===== src/rtl/countdown_run_controller.sv =====
// countdown_run_controller: mm:ss down-counter with IDLE/READY/RUN/PAUSE/ALARM sequencing
// and a tick-timed alarm window; every output is registered.
module countdown_run_controller #(
  parameter int MIN_W      = 2,
  parameter int ALARM_SECS = 5
) (
  input  logic             clk,
  input  logic             reset,
  input  logic             tick,
  input  logic             load,
  input  logic             start_stop,
  input  logic             clear,
  input  logic [MIN_W-1:0] minute_in,
  output logic [MIN_W-1:0] minute_count,
  output logic [5:0]       second_count,
  output logic             running,
  output logic             paused,
  output logic             alarm,
  output logic             done
);
  localparam int AW = $clog2(ALARM_SECS + 1);
  typedef enum logic [2:0] {IDLE, READY, RUN, PAUSE, ALARM} state_t;
  state_t           r_state, w_state;
  logic [MIN_W-1:0] r_min, w_min;
  logic [5:0]       r_sec, w_sec;
  logic [AW-1:0]    r_acnt, w_acnt;
  logic             r_running, r_paused, r_alarm, r_done, w_done;
  logic             w_preset_ok, w_zero, w_last_sec, w_alarm_end, w_can_load;
  assign w_preset_ok = minute_in != '0;
  assign w_zero      = r_min == '0 && r_sec == 6'd0;
  assign w_last_sec  = r_min == '0 && r_sec == 6'd1;
  assign w_alarm_end = r_acnt == AW'(ALARM_SECS - 1);
  assign w_can_load  = r_state == IDLE || r_state == READY || r_state == PAUSE;
  // Priority chain clear > load > start_stop > tick; a consumed higher input drops the rest.
  always_comb begin
    w_state = r_state;
    w_min   = r_min;
    w_sec   = r_sec;
    w_acnt  = r_acnt;
    w_done  = 1'b0;
    if (clear) begin
      w_state = IDLE;
      w_min   = '0;
      w_sec   = '0;
      w_acnt  = '0;
    end else if (load) begin
      if ((w_can_load || r_state == ALARM) && w_preset_ok) begin
        w_state = READY;
        w_min   = minute_in;
        w_sec   = '0;
        w_acnt  = '0;
      end else if (r_state == READY || r_state == PAUSE) begin
        w_state = IDLE;
        w_min   = '0;
        w_sec   = '0;
      end
    end else if (start_stop) begin
      w_state = r_state == READY ? RUN :
                r_state == RUN   ? PAUSE :
                r_state == PAUSE ? RUN :
                r_state == ALARM ? IDLE : r_state;
      w_acnt  = r_state == ALARM ? '0 : r_acnt;
    end else if (tick) begin
      if (r_state == RUN && !w_zero) begin
        w_sec   = r_sec == 6'd0 ? 6'd59 : r_sec - 6'd1;
        w_min   = r_sec == 6'd0 ? r_min - MIN_W'(1) : r_min;
        w_state = w_last_sec ? ALARM : RUN;
        w_done  = w_last_sec;
        w_acnt  = '0;
      end else if (r_state == ALARM) begin
        w_state = w_alarm_end ? IDLE : ALARM;
        w_acnt  = w_alarm_end ? '0 : r_acnt + AW'(1);
      end
    end
  end
  always_ff @(posedge clk or posedge reset) begin
    if (reset) begin
      r_state   <= IDLE;
      r_min     <= '0;
      r_sec     <= '0;
      r_acnt    <= '0;
      r_running <= 1'b0;
      r_paused  <= 1'b0;
      r_alarm   <= 1'b0;
      r_done    <= 1'b0;
    end else begin
      r_state   <= w_state;
      r_min     <= w_min;
      r_sec     <= w_sec;
      r_acnt    <= w_acnt;
      r_running <= w_state == RUN;
      r_paused  <= w_state == PAUSE;
      r_alarm   <= w_state == ALARM;
      r_done    <= w_done;
    end
  end
  assign minute_count = r_min;
  assign second_count = r_sec;
  assign running      = r_running;
  assign paused       = r_paused;
  assign alarm        = r_alarm;
  assign done         = r_done;
endmodule

===== config.mk =====
export PLATFORM = sky130hd
export DESIGN_NAME = countdown_run_controller
export DESIGN_NICKNAME = d
export VERILOG_FILES = /design/src/rtl/countdown_run_controller.sv
export SDC_FILE = /design/constraint.sdc
export NUM_CORES = 1
export LEC_CHECK = 0
export ABC_CLOCK_PERIOD_IN_PS = 2100
export CAP_MARGIN = 0
export CORE_AREA = 10 10 63 65
export CTS_CLUSTER_DIAMETER = 30
export DETAILED_ROUTE_END_ITERATION = 16
export DIE_AREA = 0 0 73 75
export PLACE_DENSITY = 0.72
export RECOVER_POWER = 50
export SETUP_SLACK_MARGIN = 0.2
export SLEW_MARGIN = 20
export SYNTH_ARGS = -nofsm -noshare
export SYNTH_HDL_FRONTEND = slang
export SYNTH_SLANG_ARGS = --single-unit

===== constraint.sdc =====
create_clock -name clk -period 2.1 [get_ports clk]
set_clock_uncertainty 0.15 [all_clocks]
set_input_delay 0.315 -clock clk [delete_from_list [all_inputs] [get_ports clk]]
set_output_delay 0.315 -clock clk [all_outputs]
set_load 0.05 [all_outputs]

==> impl_metrics.ini <==
[floorplanning]
die-area_um2 = 5480
die_y_um = 75
ioPinCount = 20
die_w_um = 73
initial_core_util_pct = 46.2
core_um2 = 2710
num_rows = 19

[grt]
grt_max_degree = 19
antenna_found_initial = 0
grt_pass1_vias = 1300
grt.overflow.total = 0
grt_usage_pct = 14.3
grt_pass1_wl_um = 6200

[worst_setup_path]
worstPathRequired_ns = 2.14
startpoint_type = flip-flop
crit_type = flip-flop to flip-flop
cp.arrival_ns = 2.06
r2r_cells = 6
crit_path_end_kind = flip-flop
worst-path-max-fanout = 3

[drt]
vias = 1244
ant_nets = 0
drtIter0Drc = 64
totalWireLength_um = 3680
wire_per_inst_um = 17.7
viasPerCell = 5.98
drc = 0
first_pass_iters = 4

[cts]
cts_tree = yes
cts.htree.levels = 1
cts.sinks = 18
numCtsBuffers = 3
clock_latency_ns = 0.29
cts_hold_buf = 0
clock_path_buffers = 2
clk_pin_slew_ns = 0.11
clockRootBuffer = clkbuf_4

[yosys]
syn_avg_cell_area_um2 = 9.78
synthCells = 128
synth_top_cell_area_share_pct = 36.0
synth_area_um2 = 1250
synth_seq_cells = 18
synth-edff-count = 0
synth_top_cells_by_area = dfrtp_1, ha_1, inv_1
async_flop_share_pct = 100
yosysWarnings = 0
yosys.area.top_type = dfrtp_1
yosysSeqAreaShare_pct = 36.0
synth_cell_type_count = 50
syn-num-nets = 142
ys_dominant_reg_cell = dfrtp_1

[place]
dp_hpwl_um = 2770
placed_area_um2 = 1670
routabilityCongestion = 0.900
port_buffers = 19
dp_slack_ns = -0.0611

[timing]
relSlewSlack_pct = 34.3
fin_ws_ns = 0.0800
worst-slew-pin-transition_ns = 0.985
fin_crit_ns = 2.02
min_period_over_period_pct = 96.2
fmax_mhz = 495
setup_viol = 0
drv_slew = 0
grt_setup_unrepaired = yes
finalHoldViolations = 0

[power_and_ir_drop]
totalPowerFinal_mw = 1.13
pwr-share-clk_pct = 19.5
irDropWorstVdd_mv = 0.520
p_switching_uw = 429
p_int_uw = 701
powerDensity_nw_per_um2 = 619
switching_share_pct = 38.0
sequentialPowerShare_pct = 35.9
combPwrFrac_pct = 44.5
leakage_nw = 0.832

[worst_hold_path]
hold_path_class = flip-flop to flip-flop
min_path_cells = 1

[finish]
final_cell_mix = buf_4, dfrtp_1, dlygate4sd2_1
area_growth_pct = 45.9
antenna_cells = 0
nNetsFinal = 192
fin_area_um2 = 1830
final_common_cell = buf_4
drive_above_1_share_pct = 37.9

[outcome]
status = complete, no violations

[flow_run]
max-cap-violations = 0
logic make-up after synthesis:
family	Yosys count	synth area share, %
compound gates	44	30.1
fa+ha+maj	6	5.99
buf+inv	17	5.69
flops	18	36.0
mux	3	2.50
simple gates	40	19.8
sequential cells by signal (all words and copies together) (netlist names):
signal,cells
alarm,1
done,1
minute_count,2
paused,1
r_acnt,3
r_state,3
running,1
second_count,6
synth_stat cells, types with 4 or more instances:
cell type	instances
dfrtp_1	18
ha_1	6
inv_1	13
nor2_1	6
o21ai_0	6
or2_2	4
what timing repair did:
action,CTS,global route
pin swaps,9,3
setup buffers,6,3
gates resized for setup,22,5
setup endpoints to repair,24,15
layer usage:
layer / wire length, um / vias to the layer above / track usage [%]
met5: 0 / - / 0
li1: - / 587 / -
met1: 1580 / 620 / 16.5
met4: 11 / 0 / 3.59
met3: 190 / 2 / 3.15
met2: 1900 / 35 / 25.9
worst paths after layout:
| path | end | start | slack [ns] |
|---|---|---|---|
| max reg2reg | second_count[5] | second_count[1] | 0.08 |
| min in group asynchronous | done | reset | 0.58 |
| max in group asynchronous | second_count[1] | reset | 0.55 |
| min reg2reg | minute_count[0] | minute_count[0] | 0.43 |
| min | minute_count[0] | minute_count[0] | 0.43 |
| max | second_count[5] | second_count[1] | 0.08 |
power groups by stage:
stage | clock network [mW] | logic, mW | registers, mW
global placement | 0 | 0.439 | 0.408
floorplan | 0 | 0.218 | 0.480
detailed placement | 0 | 0.447 | 0.410
finish | 0.221 | 0.503 | 0.406
CTS | 0.231 | 0.483 | 0.406
global route | 0.247 | 0.539 | 0.411
area by class of cell:
class | count | area [um^2]
Clock buffer | 4 | 36.3
Fill cell | 235 | 883
Inverter | 13 | 48.8
Multi-Input combinational cell | 93 | 847
Sequential cell | 18 | 457
Tap cell | 31 | 38.8
Timing Repair Buffer | 49 | 399
critical path, stage by stage, from the launching register on:
cell      delay, ns
dfrtp_2        0.42
buf_4          0.13
buf_4          0.13
or4_4          0.55
o21ai_0        0.17
o211ai_1       0.12
a22o_1         0.25
per-stage QoR:
step                      instances  util (%)  hold WS [ns]  TNS [ns]
after global placement          195      61.8         0.357   -0.0936
after detailed placement        195      61.8         0.363    -0.327
final                           208      67.4         0.426         0
after CTS                       205      66.0         0.167         0
after floorplan                 128         -         0.103   -0.0390
after global routing            208      67.4         0.458         0
Note: power is estimated with default switching activity, not from simulation.
==> RTL change 1 (same flow settings) <==
Set the parameter `MIN_W` to 3 (it was 2).
--- a/src/rtl/countdown_run_controller.sv
+++ b/src/rtl/countdown_run_controller.sv
@@ -1,7 +1,7 @@
 // countdown_run_controller: mm:ss down-counter with IDLE/READY/RUN/PAUSE/ALARM sequencing
 // and a tick-timed alarm window; every output is registered.
 module countdown_run_controller #(
-  parameter int MIN_W      = 2,
+  parameter int MIN_W      = 3,
   parameter int ALARM_SECS = 5
 ) (
   input  logic             clk,
Interface: changed (resized minute_count and minute_in); port bits go from 20 to 22. The function was not compared with the original's and may differ.
==> RTL change 1 against the original RTL <==
Utilization grew 0.46 points. Worst setup slack lost 0.024 ns. Via count shrank 0.40%. Sequential cell count grew 1. Synthesized area grew 2.0%. Wire length shrank 1.4%. Final area grew 0.68%. Global-route usage shrank 0.79 points.
Power is not compared: it rests on default switching activity, and its combinational part moved more than twofold at a synthesized area within 25%.
==> RTL change 1: results (changes against the original RTL) <==
Outcome
  • Status: finished clean

Worst hold path
  • Hold WC Path Type: primary input to asynchronous set/reset pin

Logic synthesis
  • Post-synthesis compound-gate area fraction: 0.256 (-0.0451)
  • Sequential area share after synthesis: 0.372 (+0.0125)
  • Synth Area in XOR/XNOR: 0 (unchanged)
  • Syn nets: 153 (+7.7%)
  • Top FF cell, synth: dfrtp_1
  • Synth top cells by count: dfrtp_1 (19), inv_1 (14), o21ai_0 (11), a21oi_1 (9), nor2_1 (9)
  • Adder-Cell Fraction of Synth Area: 0.0686 (+0.00862)
  • Top cells by area, synth: dfrtp_1 (37%), ha_1 (6.9%), o21ai_0 (4.3%)
  • Mux share of post-synthesis cell area: 0.0157 (-0.00930)
  • Synth unique cells: 45 (-10%)

Worst setup path
  • R2r setup slk: 0.06 ns (-0.02 ns)
  • CP peak stage delay: 0.55 ns (about the same)
  • Slowest stage cell, crit path: or4_4
  • Reg2reg path depth: 5 (-1)
  • Crit path max fanout: 6 (+3)
  • Reg-to-reg critical path endpoint: second_count[4]
  • Worst reg2reg startpoint: second_count[5]
  • Crit path arrival time: 2.09 ns (+0.03 ns)

GRT
  • Vias in the first global route: 1348 (+3.7%)
  • Largest net degree at the start of global routing: 12 (-7)
  • All-Layer GR Usage: 0.135 (-0.00787)
  • First-pass GRT wire length: 6030 µm (-2.7%)
  • Antenna violations before repair: 0 (unchanged)

Detailed routing
  • Initial DRC Count: 81 (+27%)
  • Vias/cell: 5.61 (-6.3%)
  • Final WL: 3630 µm (-1.4%)
  • Met3 wire length: 185 µm (-2.6%)
  • Met2 Wirelength: 1910 µm (+0.90%)
  • 1st-pass router iterations: 4 (unchanged)
  • Length of routed wiring on met1: 1480 µm (-6.6%)

Placed design
  • PortBufs: 21 (+2)
  • RD Place Congestion: 0.935 (+3.9%)
  • Area after DPL: 1720 µm² (+2.6%)
  • DP HPWL: 2760 µm (about the same)
  • Pre-CTS setup slack: -0.164 ns (-0.103 ns)

CTS
  • CTS Buf Count: 3 (unchanged)
  • Clk Latency, worst-skew pair: 0.30 ns

Timing
  • Worst-margin pin slew: 0.594 ns (-0.391 ns)
  • Highest Clock Rate: 0.489 GHz (-1.2%)

Finish
  • Layout cells sized above 1: 0.358 (-0.0206)
  • Nets@finish: 207 (+7.8%)
-- RTL change 1: what timing repair did --
item,CTS,global route
pin swaps,3,6
gates resized for setup,21,19
setup endpoints to repair,24,15
setup buffers,3,3
-- RTL change 1: metal layers --
layer / vias up / track usage
li1: 608 / -
met1: 596 / 0.149
met2: 28 / 0.240
met3: 7 / 0.0329
met4: 0 / 0.0591
met5: - / 0
-- RTL change 1: where the power goes --
part / switching, W / leakage (nW) / internal (W)
clock network: 0.000120 / 0.0177 / 0.0000709
registers: 0.0000129 / 0.248 / 0.000378
logic: 0.000123 / 0.638 / 0.0000959
-- RTL change 1: worst max path at each step --
stage                         start              end  cells past startpoint
detailed placement     minute_in[1]  minute_count[0]                      6
floorplan           second_count[5]        r_acnt[2]                      5
global route        second_count[5]  second_count[4]                      5
global placement       minute_in[2]            alarm                      7
CTS                 second_count[5]  second_count[3]                      6
finish              second_count[5]  second_count[4]                      5
-- RTL change 1: through the flow --
stage          total power [W]  cells  hold slack, ns   util  setup TNS (ns)
2_1_floorplan         0.000522    137           0.116      -               0
3_3_place_gp          0.000599    211           0.344  0.634           -1.57
3_5_place_dp          0.000605    211           0.346  0.634           -1.94
4_1_cts               0.000797    218           0.134  0.656               0
5_1_grt               0.000846    221           0.261  0.679               0
6_report              0.000801    221           0.271  0.679               0
-- RTL change 1: cell type report --
cell class	count	area (µm²)
Clock buffer	3	22.5
Clock inverter	1	5.00
Fill cell	231	871
Inverter	14	52.6
Multi-Input combinational cell	100	795
Sequential cell	19	485
Tap cell	31	38.8
Timing Repair Buffer	53	440
-- RTL change 1: logic make-up after synthesis --
kind of cell | after synthesis
AND/OR/NAND/NOR | 47
AO/OA/AOI/OAI | 44
adder cells (fa/ha/maj) | 7
buffers and inverters | 18
multiplexers | 2
flip-flops | 19
==> RTL change 2 (same flow settings) <==
Made on the original files. Encoding of `state_t`: now one-hot (5 bits for 5 states).
--- a/src/rtl/countdown_run_controller.sv
+++ b/src/rtl/countdown_run_controller.sv
@@ -19,7 +19,7 @@
   output logic             done
 );
   localparam int AW = $clog2(ALARM_SECS + 1);
-  typedef enum logic [2:0] {IDLE, READY, RUN, PAUSE, ALARM} state_t;
+  typedef enum logic [4:0] {IDLE = 5'b00001, READY = 5'b00010, RUN = 5'b00100, PAUSE = 5'b01000, ALARM = 5'b10000} state_t;
   state_t           r_state, w_state;
   logic [MIN_W-1:0] r_min, w_min;
   logic [5:0]       r_sec, w_sec;
Behaviour: no difference found for any inputs over 10 cycles, from zero or initial values and one cycle with reset high; not proved beyond that.
==> RTL change 2 against the original RTL <==
The flow now finishes with violations (negative setup slack). Synthesized cell count increased by 17%. Largest power group unchanged. Global-route usage shrank 0.86 points. Die area unchanged. Critical path type unchanged. Combinational power is 66% higher. Largest cell class unchanged. Clock power rose by 48%. Critical endpoint is now alarm. Wire length is 9.5% higher. Synthesized area increased by 9.5%. Total power is 50% higher. Count of clock-buffer cells in the layout fell by 1. Final area up 13%. Non-clock buffer count increased by 6. Worst setup slack worse by 0.19 ns. Sequential cell count rose by 2.
==> RTL change 2: results (changes against the original RTL) <==
Outcome
  • Status: finished, violations left
  • Failing checks: negative setup slack

Placed design
  • Pre-CTS setup slack: -0.129 ns (-0.0683 ns)
  • RD Place Congestion: 0.988 (+9.8%)
  • Dpl cells: 214 (+9.7%)

Logic synthesis
  • Synth Area in XOR/XNOR: 0.0128 (+0.0128)
  • Mux share of post-synthesis cell area: 0 (-0.0250)
  • Syn avg cell area: 9.14 µm² (-6.6%)
  • Adder-Cell Fraction of Synth Area: 0.0547 (-0.00520)
  • Syn nets: 164 (+15%)
  • Post-synthesis compound-gate area fraction: 0.211 (-0.0899)
  • Synth unique cells: 43 (-14%)

Finish
  • Nets@finish: 217 (+13%)
  • Filler instances: 192 (-18%)
  • Layout cells sized above 1: 0.450 (+0.0720)

Worst setup path
  • Critical Path End: alarm
  • Slowest stage cell, crit path: dfrtp_1

Timing
  • Setup WS post-layout: -0.105 ns (-0.185 ns)
  • Setup_tns: -0.371 ns (-0.371 ns)
  • Worst Hold Slack: 0.231 ns (-0.196 ns)
  • Final setup fails: 8 (+8)
  • Worst slew margin: 0.576 (+0.233)

GRT
  • M1 GR Usage: 0.152 (-0.0128)
  • Met3 Use GR: 0.0407 (+0.00920)
  • First-pass GRT wire length: 5910 µm (-4.6%)
  • Met2 usage: 0.219 (-0.0401)
  • All-Layer GR Usage: 0.134 (-0.00861)
  • Largest net degree at the start of global routing: 13 (-6)

CTS
  • Post-CTS Resized: 36 (+64%)
  • CTS clock-pin slew for the worst setup and hold paths: 0.13 ns (+0.02 ns)

Pwr
  • Peak VDD IR: 0.00103 V (+99%)

Detailed routing
  • Met3 wire length: 300 µm (+58%)
  • Initial DRC Count: 75 (+17%)
  • Vias/cell: 5.88 (-1.8%)
  • DR WL/cell: 17.3 µm (-2.3%)
==> RTL change 2: cell count changes after synthesis, sizes merged, moves of 4 or more <==
cell   change
a21oi     +15
nand2     +13
buf        +6
nor2       +6
nor4b      +6
o21ai      +6
nor3       +5
a211o      -4
or2        -4
==> RTL change 2: per-stage QoR <==
stage | area [µm²] | total power (W)
floorplan | 1400 | 0.000970
global placement | 1740 | 0.00116
detailed placement | 1740 | 0.00118
CTS | 1880 | 0.00155
global route | 2060 | 0.00177
finish | 2060 | 0.00169
==> RTL change 2: cell type report <==
type / count / area share
multi-input cells: 111 / 0.444
well taps: 31 / 0.0189
clock inverters: 1 / 0.0146
clock buffers: 3 / 0.0110
inverters: 12 / 0.0219
flip-flops and latches: 20 / 0.250
repair buffers: 55 / 0.239
==> RTL change 2: report_power, final <==
group          switching (W)  internal (W)
clock network       0.000135      0.000193
logic               0.000469      0.000364
registers          0.0000827      0.000446
